**src/rtl/alu_pkg.sv**
```systemverilog
// Shared opcode and class encodings for the execute-stage ALU.
// The same two Op bits select different functions depending on the class bit L.
package alu_pkg;

    localparam int ALU_WIDTH = 4;

    localparam logic [1:0] OP_NEG_A = 2'b00;
    localparam logic [1:0] OP_NEG_B = 2'b01;
    localparam logic [1:0] OP_ADD   = 2'b10;
    localparam logic [1:0] OP_SUB   = 2'b11;

    localparam logic [1:0] OP_AND   = 2'b00;
    localparam logic [1:0] OP_OR    = 2'b01;
    localparam logic [1:0] OP_XOR   = 2'b10;
    localparam logic [1:0] OP_NOT   = 2'b11;

    localparam logic CLASS_ARITH = 1'b0;
    localparam logic CLASS_LOGIC = 1'b1;

endpackage

```
**src/rtl/alu_adder.sv**
```systemverilog
// WIDTH-bit ripple-carry adder shared by negate, add and subtract.
// Subtraction and negation reach it as x + ~y + 1 via the operand muxes in the top level.
module alu_adder #(
    parameter int WIDTH = 4
) (
    input  logic [WIDTH-1:0] x,
    input  logic [WIDTH-1:0] y,
    input  logic             cin,
    output logic [WIDTH-1:0] sum,
    output logic             cout
);

    logic [WIDTH:0] carry;

    always_comb begin
        sum      = '0;
        carry    = '0;
        carry[0] = cin;
        for (int i = 0; i < WIDTH; i++) begin
            sum[i]       = x[i] ^ y[i] ^ carry[i];
            carry[i+1]   = (x[i] & y[i]) | (carry[i] & (x[i] ^ y[i]));
        end
        cout = carry[WIDTH];
    end

endmodule

```
**src/rtl/alu.sv**
```systemverilog
// Execute-stage ALU: arithmetic or bitwise result with Z/C/S flags, registered once.
// Handshake: in_valid qualifies A/B/Op/L for one cycle; out_valid pulses the cycle after, no backpressure.
module alu
    import alu_pkg::*;
#(
    parameter int WIDTH = ALU_WIDTH
) (
    input  logic             clk,
    input  logic             rst_n,
    input  logic             in_valid,
    input  logic [WIDTH-1:0] A,
    input  logic [WIDTH-1:0] B,
    input  logic [1:0]       Op,
    input  logic             L,
    output logic [WIDTH-1:0] R,
    output logic             z,
    output logic             c,
    output logic             s,
    output logic             out_valid
);

    logic [WIDTH-1:0] add_x;
    logic [WIDTH-1:0] add_y;
    logic             add_cin;
    logic [WIDTH-1:0] add_sum;
    logic             add_cout;

    logic [WIDTH-1:0] logic_res;
    logic [WIDTH-1:0] next_r;
    logic             next_z;
    logic             next_c;
    logic             next_s;

    // Every arithmetic op is one pass through the adder: negate is 0 + ~op + 1.
    always_comb begin
        add_x   = A;
        add_y   = B;
        add_cin = 1'b0;
        case (Op)
            OP_NEG_A: begin
                add_x   = '0;
                add_y   = ~A;
                add_cin = 1'b1;
            end
            OP_NEG_B: begin
                add_x   = '0;
                add_y   = ~B;
                add_cin = 1'b1;
            end
            OP_ADD: begin
                add_x   = A;
                add_y   = B;
                add_cin = 1'b0;
            end
            OP_SUB: begin
                add_x   = A;
                add_y   = ~B;
                add_cin = 1'b1;
            end
            default: begin
                add_x   = A;
                add_y   = B;
                add_cin = 1'b0;
            end
        endcase
    end

    alu_adder #(
        .WIDTH (WIDTH)
    ) u_adder (
        .x    (add_x),
        .y    (add_y),
        .cin  (add_cin),
        .sum  (add_sum),
        .cout (add_cout)
    );

    always_comb begin
        logic_res = '0;
        case (Op)
            OP_AND:  logic_res = A & B;
            OP_OR:   logic_res = A | B;
            OP_XOR:  logic_res = A ^ B;
            OP_NOT:  logic_res = ~A;
            default: logic_res = '0;
        endcase
    end

    // Logic class never reports carry or sign; zero applies to both classes.
    always_comb begin
        if (L == CLASS_LOGIC) begin
            next_r = logic_res;
            next_c = 1'b0;
            next_s = 1'b0;
        end else begin
            next_r = add_sum;
            next_c = add_cout;
            next_s = add_sum[WIDTH-1];
        end
        next_z = ~|next_r;
    end

    always_ff @(posedge clk) begin
        if (!rst_n) begin
            R         <= '0;
            z         <= 1'b0;
            c         <= 1'b0;
            s         <= 1'b0;
            out_valid <= 1'b0;
        end else begin
            out_valid <= in_valid;
            if (in_valid) begin
                R <= next_r;
                z <= next_z;
                c <= next_c;
                s <= next_s;
            end
        end
    end

endmodule

```
**config.mk**
```make
export PLATFORM = sky130hd
export DESIGN_NAME = alu
export DESIGN_NICKNAME = d
export VERILOG_FILES = /design/src/rtl/alu_pkg.sv /design/src/rtl/alu_adder.sv /design/src/rtl/alu.sv
export SDC_FILE = /design/constraint.sdc
export NUM_CORES = 1
export LEC_CHECK = 0
export ABC_CLOCK_PERIOD_IN_PS = 4000
export CAP_MARGIN = 20
export CORE_MARGIN = 1.5
export CORE_UTILIZATION = 47
export DETAILED_ROUTE_END_ITERATION = 7
export PLACE_DENSITY_LB_ADDON = 0.1
export SETUP_SLACK_MARGIN = 0.4
export SLEW_MARGIN = 20
export SYNTH_ARGS = -nofsm -noshare
export SYNTH_HDL_FRONTEND = slang
export SYNTH_SLANG_ARGS = --single-unit
```
**constraint.sdc**
```tcl
create_clock -name clk -period 4 [get_ports clk]
set_input_delay 0.8 -clock clk [delete_from_list [all_inputs] [get_ports clk]]
set_output_delay 0.8 -clock clk [all_outputs]
set_load 0.02 [all_outputs]
```
==> results_dict.tcl, run 1 <==
set metrics [dict create \
    vias 739 \
    layout_min_cycle_time_ns 3.43 \
    areaGrowthSynthToFinish_pct 34.9 \
    syn_nets 124 \
    core_area_um2 1540 \
    grt_pass1_vias 652 \
    crit_arrival_ns 3.61 \
    vias_per_cell 5.32 \
    p_comb_share_pct 40.9 \
    clock_skew_ns 0 \
    antenna_found_initial 0 \
    dieArea_um2 1950 \
    max_slew_margin_pct 73.5 \
    slew_viol_final 0 \
    crit_fanout 5 \
    p_int_uw 174 \
    place.gp.congestion 0.805 \
    ioPinCount 22 \
    hold_slack_ns 0.474 \
    cts.sink_count 8 \
    post_dp_cell_area_um2 1030 \
    post-route-cell-area_um2 1070 \
    synth_cells 98 \
    numCtsBuffers 3 \
    dp_hpwl_um 1300 \
    ys_async_sr_fraction_pct 0 \
    fmax_ghz 0.292 \
    fin_crit_sh_pct 85.7 \
    drc 0 \
    drt_iter0_drc 21 \
    power_frac_clock_pct 25.0 \
    cp-end-kind "flop" \
    ant_nets 0 \
    synth_flop_cell "dfxtp_1" \
    swShare_pct 32.4 \
    htreeDepth 1 \
    pwr-share-seq_pct 34.1 \
    synth.avg_cell_area_um2 8.13 \
    grt_setup_unrepaired "no" \
    total_power_uw 258 \
    wl_per_cell_um 12.2 \
    crit_type "primary input to flop" \
    clockBufferDepth 2 \
    setup_viol 0 \
    tightest_slew_ns 0.396 \
    rows 14 \
    drive_above_1_share_pct 11.4 \
    grt_start_max_net_pins 13 \
    p_per_area_nw_per_um2 240 \
    status "finished, final reports clean" \
    die_w_um 44.2 \
    synth_edf_count 0 \
    path_clk_slew_ns 0.05 \
    grt_pass1_wl_um 2680 \
    clk_latency_ns 0.26 \
    drtPass1Iterations 4 \
    antenna_cells 0 \
    p_leak_uw 0.000493 \
    cp.required_ns 4.18 \
    hold_path.class "flop to flop" \
    track_usage_pct 19.5 \
    port_buffers 21 \
    die_y_um 44.2 \
    grt.overflow.total 0 \
    wirelength_um 1700 \
    yosysWarnings 0 \
    cts_tree "done" \
    ir_worst_vdd_mv 0.216 \
    start_util_pct 51.7 \
    hold_viol 0 \
    finalNonFillerCells 139 \
    finalNetCount 151 \
    switching_power_uw 83.6 \
    cp-start-kind "primary input" \
    synth_seq_cells 8 \
    root_buffer "clkbuf_4" \
    ys_types 33 \
    dp.cells 135 \
    maxCapViolations 0 \
    synthesis.area_um2 797 \
    ys_seq_area_share_pct 20.1 \
]
## synthesized netlist by cell type, types with 2 or more instances
cell type / instances / area [um2]
mux2i_1: 5 / 50.1
o21ai_0: 8 / 40.0
nand2b_1: 3 / 18.8
nor2_1: 7 / 26.3
inv_1: 9 / 33.8
fa_1: 4 / 80.1
nor2b_1: 5 / 31.3
a21oi_1: 2 / 10.0
buf_4: 2 / 15.0
and2_1: 5 / 31.3
clkbuf_1: 2 / 7.51
nand2_1: 10 / 37.5
o21ai_1: 2 / 10.0
dfxtp_1: 8 / 160
ha_1: 8 / 100
## metal layers
layer  wire [um]  track usage [%]  vias up
li1            -                -      381
met1         788             23.0      338
met2         818             30.0       18
met3          79             7.76        2
met4          11             10.9        0
met5           0                0        -
## worst max-delay path: stages
cell,delay (ns)
dlygate4sd2_1,0.28
o21ai_1,0.15
o21ai_0,0.11
fa_2,0.36
fa_2,0.36
fa_2,0.35
fa_1,0.56
o21ai_0,0.08
a221o_1,0.32
o31ai_2,0.23
## sequential cells by signal (all words and copies together) (netlist names)
register	count
s	1
z	1
c	1
R	4
out_valid	1
## area by class of cell
class,instances,area [um2]
Multi-Input combinational cell,76,584
Sequential cell,8,160
Fill cell,148,467
Clock buffer,3,22.5
Timing Repair Buffer,26,250
Tap cell,16,20.0
Inverter,10,37.5
## power by group through the flow
stage | clock (uW) | sequential [uW] | combinational [uW]
after floorplan | 0 | 96.8 | 51.8
after global placement | 0 | 89.6 | 98.3
after global routing | 70.3 | 88.7 | 117
after detailed placement | 0 | 89.8 | 100
after CTS | 66.5 | 88.0 | 101
final | 64.3 | 87.9 | 105
## stage by stage
step,util [%],setup slack (ns),setup TNS [ns]
floorplan,-,0.440,0
global placement,67.1,0.0949,0
detailed placement,67.1,-0.000678,-0.000678
CTS,68.6,0.404,0
global route,69.7,0.484,0
finish,69.7,0.572,0
## path summary, 6_finish.rpt
check | from | cells past startpoint | end | slack (ns)
worst min-delay path | R[2]$_SDFFE_PN0P_ | 2 | R[2]$_SDFFE_PN0P_ | 0.47
worst max register to register | R[1]$_SDFFE_PN0P_ | 2 | R[1]$_SDFFE_PN0P_ | 3.36
worst max-delay path | Op[1] | 10 | z$_SDFFE_PN0P_ | 0.57
worst min register to register | R[2]$_SDFFE_PN0P_ | 2 | R[2]$_SDFFE_PN0P_ | 0.47
## cell usage in the layout (no fill, tap or decap), types with 2 or more instances in the layout
master / netlist / layout
clkdlybuf4s50_1: 0 / 17
nand2_1: 10 / 10
inv_1: 9 / 9
dfxtp_1: 8 / 8
ha_1: 8 / 8
nor2_1: 7 / 7
o21ai_0: 8 / 7
mux2i_1: 5 / 5
nor2b_1: 5 / 5
and2_1: 5 / 5
buf_4: 2 / 5
o21ai_1: 2 / 3
nand2b_1: 3 / 3
fa_2: 0 / 3
clkbuf_4: 0 / 3
a21oi_1: 2 / 2
dlymetal6s2s_1: 0 / 2
dlygate4sd2_1: 0 / 2
## kinds of logic after synthesis
family                   count (synthesis)  share of synthesized area, %
AO/OA/AOI/OAI                           23                          19.6
adder cells (fa/ha/maj)                 12                          22.6
buffers and inverters                   14                          7.53
flip-flops                               8                          20.1
multiplexers                             6                          7.69
AND/OR/NAND/NOR                         35                          22.5
## repair_timing
item                       4_1_cts  5_1_grt
hold buffers                     0        0
pin swaps                        0        1
buffers inserted                 0        1
setup endpoints to repair        2        2
gates resized for setup          3        5
Note: power is estimated with default switching activity, not from simulation.
==> run 2, diff against run 1 <==
Settings changed: ABC_CLOCK_PERIOD_IN_PS 4000 to 3370.
Clock period 4 ns to 3.37 ns, I/O delays scaled along.
==> run 2 against run 1 <==
Net effect: clock power is 21% higher; sequential cell count stayed put; cell area is 3.0% higher; die area stayed put; combinational power is 26% higher; core utilization is 2.1 points higher; final cell count is 2.2% higher; clock-buffer cell count stayed put; first-iteration DRC count is 38% lower; non-clock buffer count is 3 higher; setup slack worse by 0.17 ns; sequential share of layout area is 0.44 points lower; largest power group unchanged.
==> results_dict.tcl, run 2 (same netlist as run 1, synthesis figures left out) <==
set metrics [dict create \
    drive_above_1_share_pct 19.0 \
    crit_arrival_ns 3.14 \
    fin_crit_sh_pct 88.1 \
    grt_setup_unrepaired "yes" \
    power_frac_clock_pct 24.8 \
    vias 757 \
    cts.sink_count 8 \
    layout_common_cells "clkdlybuf4s50_1, inv_1, nand2_1, buf_4" \
    die_y_um 44.2 \
    rows 14 \
    crit_buf_inv 1 \
    areaGrowthSynthToFinish_pct 38.9 \
    numCtsBuffers 3 \
    dp_hpwl_um 1370 \
    largest_reg_flops 4 \
    status "finished, final reports clean" \
    layout_min_cycle_time_ns 2.97 \
    nFillCells 127 \
    hold_viol 0 \
    crit_family "adder cells" \
    swShare_pct 33.1 \
    post-route-cell-area_um2 1110 \
    path_cells "buf_8 > o21ai_2 > o21ai_2 > fa_2 > fa_2 > fa_2 > fa_1 > o21ai_1 > a221o_1 > o31ai_2" \
    slew_viol_final 0 \
    antenna_cells 0 \
    drtPass1Iterations 4 \
    port_buffers 21 \
    ioPinCount 22 \
    tightest_slew_ns 0.391 \
    grt_pass1_vias 716 \
    setup_viol 0 \
    top_register "R" \
    cts_hold_buf 0 \
    cp_slowest_stage_delay_ns 0.52 \
    cp-start-kind "primary input" \
    place.gp.congestion 0.805 \
    p_per_area_nw_per_um2 284 \
    final_util_pct 71.8 \
    grt_pass1_wl_um 3080 \
    p_comb_share_pct 41.9 \
    finalNetCount 154 \
    crit_fanout 2 \
    maxCapViolations 0 \
    pwr-share-seq_pct 33.3 \
    hold_path.class "flop to flop" \
    switching_power_uw 104 \
    p_int_uw 210 \
    post_dp_cell_area_um2 1060 \
    antenna_found_initial 0 \
    ant_nets 0 \
    total_power_uw 315 \
    clockBufferDepth 2 \
    path_clk_slew_ns 0.07 \
    die_w_um 44.2 \
    clk_latency_ns 0.26 \
    core_area_um2 1540 \
    clock_skew_ns 0 \
    final_common_cell "clkdlybuf4s50_1" \
    grt_start_max_net_pins 13 \
    p_leak_uw 0.000509 \
    cp-end-kind "flop" \
    crit_type "primary input to flop" \
    drt_iter0_drc 13 \
    cp_common_cell "fa_2" \
    track_usage_pct 21.3 \
    dieArea_um2 1950 \
    vias_per_cell 5.33 \
    wl_per_cell_um 12.4 \
    htreeDepth 1 \
    start_util_pct 51.7 \
    cts_tree "done" \
    cp.required_ns 3.54 \
    max_slew_margin_pct 73.9 \
    fmax_ghz 0.337 \
    root_buffer "clkbuf_4" \
    drc 0 \
    grt.overflow.total 0 \
    wirelength_um 1760 \
    ir_worst_vdd_mv 0.305 \
    slowest_stage "fa_1" \
]
## run 2: worst reg2reg max path: cells and delay by family, from the launching register on
family,cells,cell delay [ns]
compound gates,2,0.27
flops,1,0.34
## run 2: cell type report
cell class / count / area [um2] / share of cell area, %
sequential: 8 / 160 / 14.5
multi-input combinational: 76 / 594 / 53.7
inverter: 10 / 37.5 / 3.39
clock buffer: 3 / 22.5 / 2.03
timing repair buffer: 29 / 273 / 24.6
tap: 16 / 20.0 / 1.81
## run 2: power groups by stage
stage,Combinational (uW),Clock [uW],Sequential [uW]
detailed placement,124,0,107
global placement,121,0,106
CTS,128,77.3,105
floorplan,66.1,0,115
global route,147,83.4,105
finish,132,78.1,105
## run 2: metrics by stage
stage,TNS [ns],hold WS [ns],setup slack [ns],cells
after floorplan,0,0.547,0.206,98
after global placement,-0.463,0.460,-0.258,137
after detailed placement,-0.611,0.467,-0.332,137
after CTS,0,0.477,0.215,141
after global routing,0,0.508,0.353,142
final,0,0.472,0.402,142
## run 2: metal layers
metal | wire length (um) | GRT usage, % | part of all wire (%)
met4 | 17 | 3.64 | 0.97
met3 | 99 | 6.94 | 5.6
met2 | 837 | 34.4 | 48
met1 | 806 | 28.2 | 46
met5 | 0 | 0 | 0
## run 2: path summary, 6_finish.rpt
check                     from                end  slack, ns  cells after the start
min          R[2]$_SDFFE_PN0P_  R[2]$_SDFFE_PN0P_       0.47                      2
max                       A[0]     z$_SDFFE_PN0P_       0.40                     10
min reg2reg  R[2]$_SDFFE_PN0P_  R[2]$_SDFFE_PN0P_       0.47                      2
max reg2reg  R[1]$_SDFFE_PN0P_  R[1]$_SDFFE_PN0P_       2.68                      2
## run 2: repair_timing
| action | CTS | global route |
|---|---|---|
| resized for setup | 25 | 4 |
| pin swaps | 8 | 5 |
| gates cloned | 0 | 0 |
| buffers inserted | 1 | 1 |
| setup endpoints to repair | 4 | 2 |
==> run 3, diff against run 2 <==
Settings changed: ABC_CLOCK_PERIOD_IN_PS 3370 to 3800, CORE_UTILIZATION 47 to 50, SKIP_CTS_REPAIR_TIMING from default to 1.
Clock period 3.37 ns to 3.8 ns, I/O delays scaled along.
==> run 3 against run 2 <==
Net effect: sequential share of layout area is 0.33 points higher; largest power group unchanged; clock power is 16% lower; critical path type unchanged; core utilization barely moved; hold slack got worse by 0.0015 ns; largest cell class unchanged; critical endpoint unchanged; register-to-register slack gained 0.47 ns.
==> results_dict.tcl, run 3 (same netlist as run 1, synthesis figures left out) <==
set metrics [dict create \
    setup_tns_ns 0 \
    cts_tree "done" \
    max_slew_margin_pct 74.6 \
    slowest_stage "clkdlybuf4s50_1" \
    ioPinCount 22 \
    vias_per_cell 5.34 \
    rows 14 \
    setup_viol 0 \
    grt_pass1_wl_um 2880 \
    ant_nets 0 \
    cts.sink_count 8 \
    switching_power_uw 86.0 \
    clock_skew_ns 0 \
    crit_buf_inv 1 \
    start_util_pct 52.9 \
    tightest_slew_ns 0.379 \
    hold_viol 0 \
    numCtsBuffers 3 \
    final_common_cell "clkdlybuf4s50_1" \
    multi_input_area_um2 584 \
    dp_hpwl_um 1430 \
    drtPass1Iterations 4 \
    dieArea_um2 1840 \
    fmax_ghz 0.310 \
    cp-end-kind "flop" \
    p_leak_uw 0.000509 \
    die_w_um 42.9 \
    clk_latency_ns 0.25 \
    grt_start_max_net_pins 13 \
    swShare_pct 32.2 \
    setup_ws_ns 0.575 \
    p_comb_share_pct 40.7 \
    slew_viol_final 0 \
    finalNetCount 151 \
    grt_setup_unrepaired "no" \
    ir_worst_vdd_mv 0.201 \
    drc 0 \
    wl_per_cell_um 12.6 \
    layout_min_cycle_time_ns 3.23 \
    cp.required_ns 3.98 \
    crit_fanout 4 \
    vias 742 \
    pwr-share-seq_pct 34.8 \
    cp-start-kind "primary input" \
    antenna_cells 0 \
    drt_iter0_drc 7 \
    crit_family "adder cells" \
    status "finished, final reports clean" \
    nFillCells 133 \
    place.gp.congestion 0.741 \
    clockBufferDepth 2 \
    seq_area_um2 160 \
    die_y_um 42.9 \
    crit_type "primary input to flop" \
    htreeDepth 1 \
    maxCapViolations 0 \
    cp_slowest_stage_delay_ns 0.52 \
    p_per_area_nw_per_um2 247 \
    hold_path.class "flop to flop" \
    grt_pass1_vias 708 \
    path_clk_slew_ns 0.06 \
    wirelength_um 1750 \
    core_area_um2 1510 \
    largest_reg_flops 4 \
    top_register "R" \
    pre_cts_ws_ns -0.0590 \
    areaGrowthSynthToFinish_pct 35.8 \
    p_int_uw 181 \
    fin_crit_sh_pct 84.9 \
    port_buffers 21 \
    layout_common_cells "clkdlybuf4s50_1, nand2_1, inv_1, dfxtp_1, ha_1" \
    cp_common_cell "o21ai_0" \
    root_buffer "clkbuf_4" \
    path_cells "clkdlybuf4s50_1 > nand2_1 > o21ai_0 > o21ai_0 > fa_2 > fa_2 > fa_1 > o21ai_0 > a221o_1 > o31ai_2" \
    track_usage_pct 21.1 \
    drive_above_1_share_pct 11.4 \
    power_frac_clock_pct 24.6 \
    antenna_found_initial 0 \
    crit_arrival_ns 3.40 \
    grt.overflow.total 0 \
]
[run 3: worst register-to-register path, delay by kind of cell, from the launching register on]
| family | cells | cell delay (ns) |
|---|---|---|
| DFF | 1 | 0.31 |
| AOI/OAI and AO/OA | 2 | 0.21 |
[run 3: path summary, 6_finish.rpt]
kind | from | to | slack [ns] | cells after the start
max | B[1] | z$_SDFFE_PN0P_ | 0.57 | 10
min | R[2]$_SDFFE_PN0P_ | R[2]$_SDFFE_PN0P_ | 0.47 | 2
max reg2reg | R[1]$_SDFFE_PN0P_ | R[1]$_SDFFE_PN0P_ | 3.15 | 2
min reg2reg | R[2]$_SDFFE_PN0P_ | R[2]$_SDFFE_PN0P_ | 0.47 | 2
[run 3: cell type report]
class	instances	share of cell area, %
Sequential cell	8	14.8
Clock buffer	3	2.08
Inverter	10	3.47
Timing Repair Buffer	26	23.8
Multi-Input combinational cell	76	54.0
Tap cell	16	1.85
[run 3: metrics by stage]
step | total power [uW] | instance area, um2 | hold slack, ns | util, % | cells
finish | 267 | 1080 | 0.470 | 71.8 | 139
global route | 288 | 1080 | 0.508 | 71.8 | 139
CTS | 270 | 1070 | 0.476 | 71.0 | 139
detailed placement | 204 | 1050 | 0.465 | 69.5 | 136
global placement | 199 | 1050 | 0.459 | 69.5 | 136
floorplan | 158 | 803 | 0.547 | - | 98
[run 3: routing by layer]
| layer | GRT usage (%) | vias to the layer above | share of wire (%) |
|---|---|---|---|
| li1 | - | 382 | - |
| met1 | 24.7 | 343 | 43 |
| met2 | 37.3 | 15 | 52 |
| met5 | 0 | - | 0 |
| met3 | 5.11 | 2 | 3.2 |
| met4 | 6.25 | 0 | 1.2 |
[run 3: power by group through the flow]
stage / Clock [uW] / Combinational (uW) / Sequential [uW]
detailed placement: 0 / 109 / 94.6
CTS: 67.8 / 109 / 92.9
finish: 65.6 / 109 / 92.9
floorplan: 0 / 55.6 / 102
global placement: 0 / 105 / 94.3
global route: 72.7 / 121 / 93.6
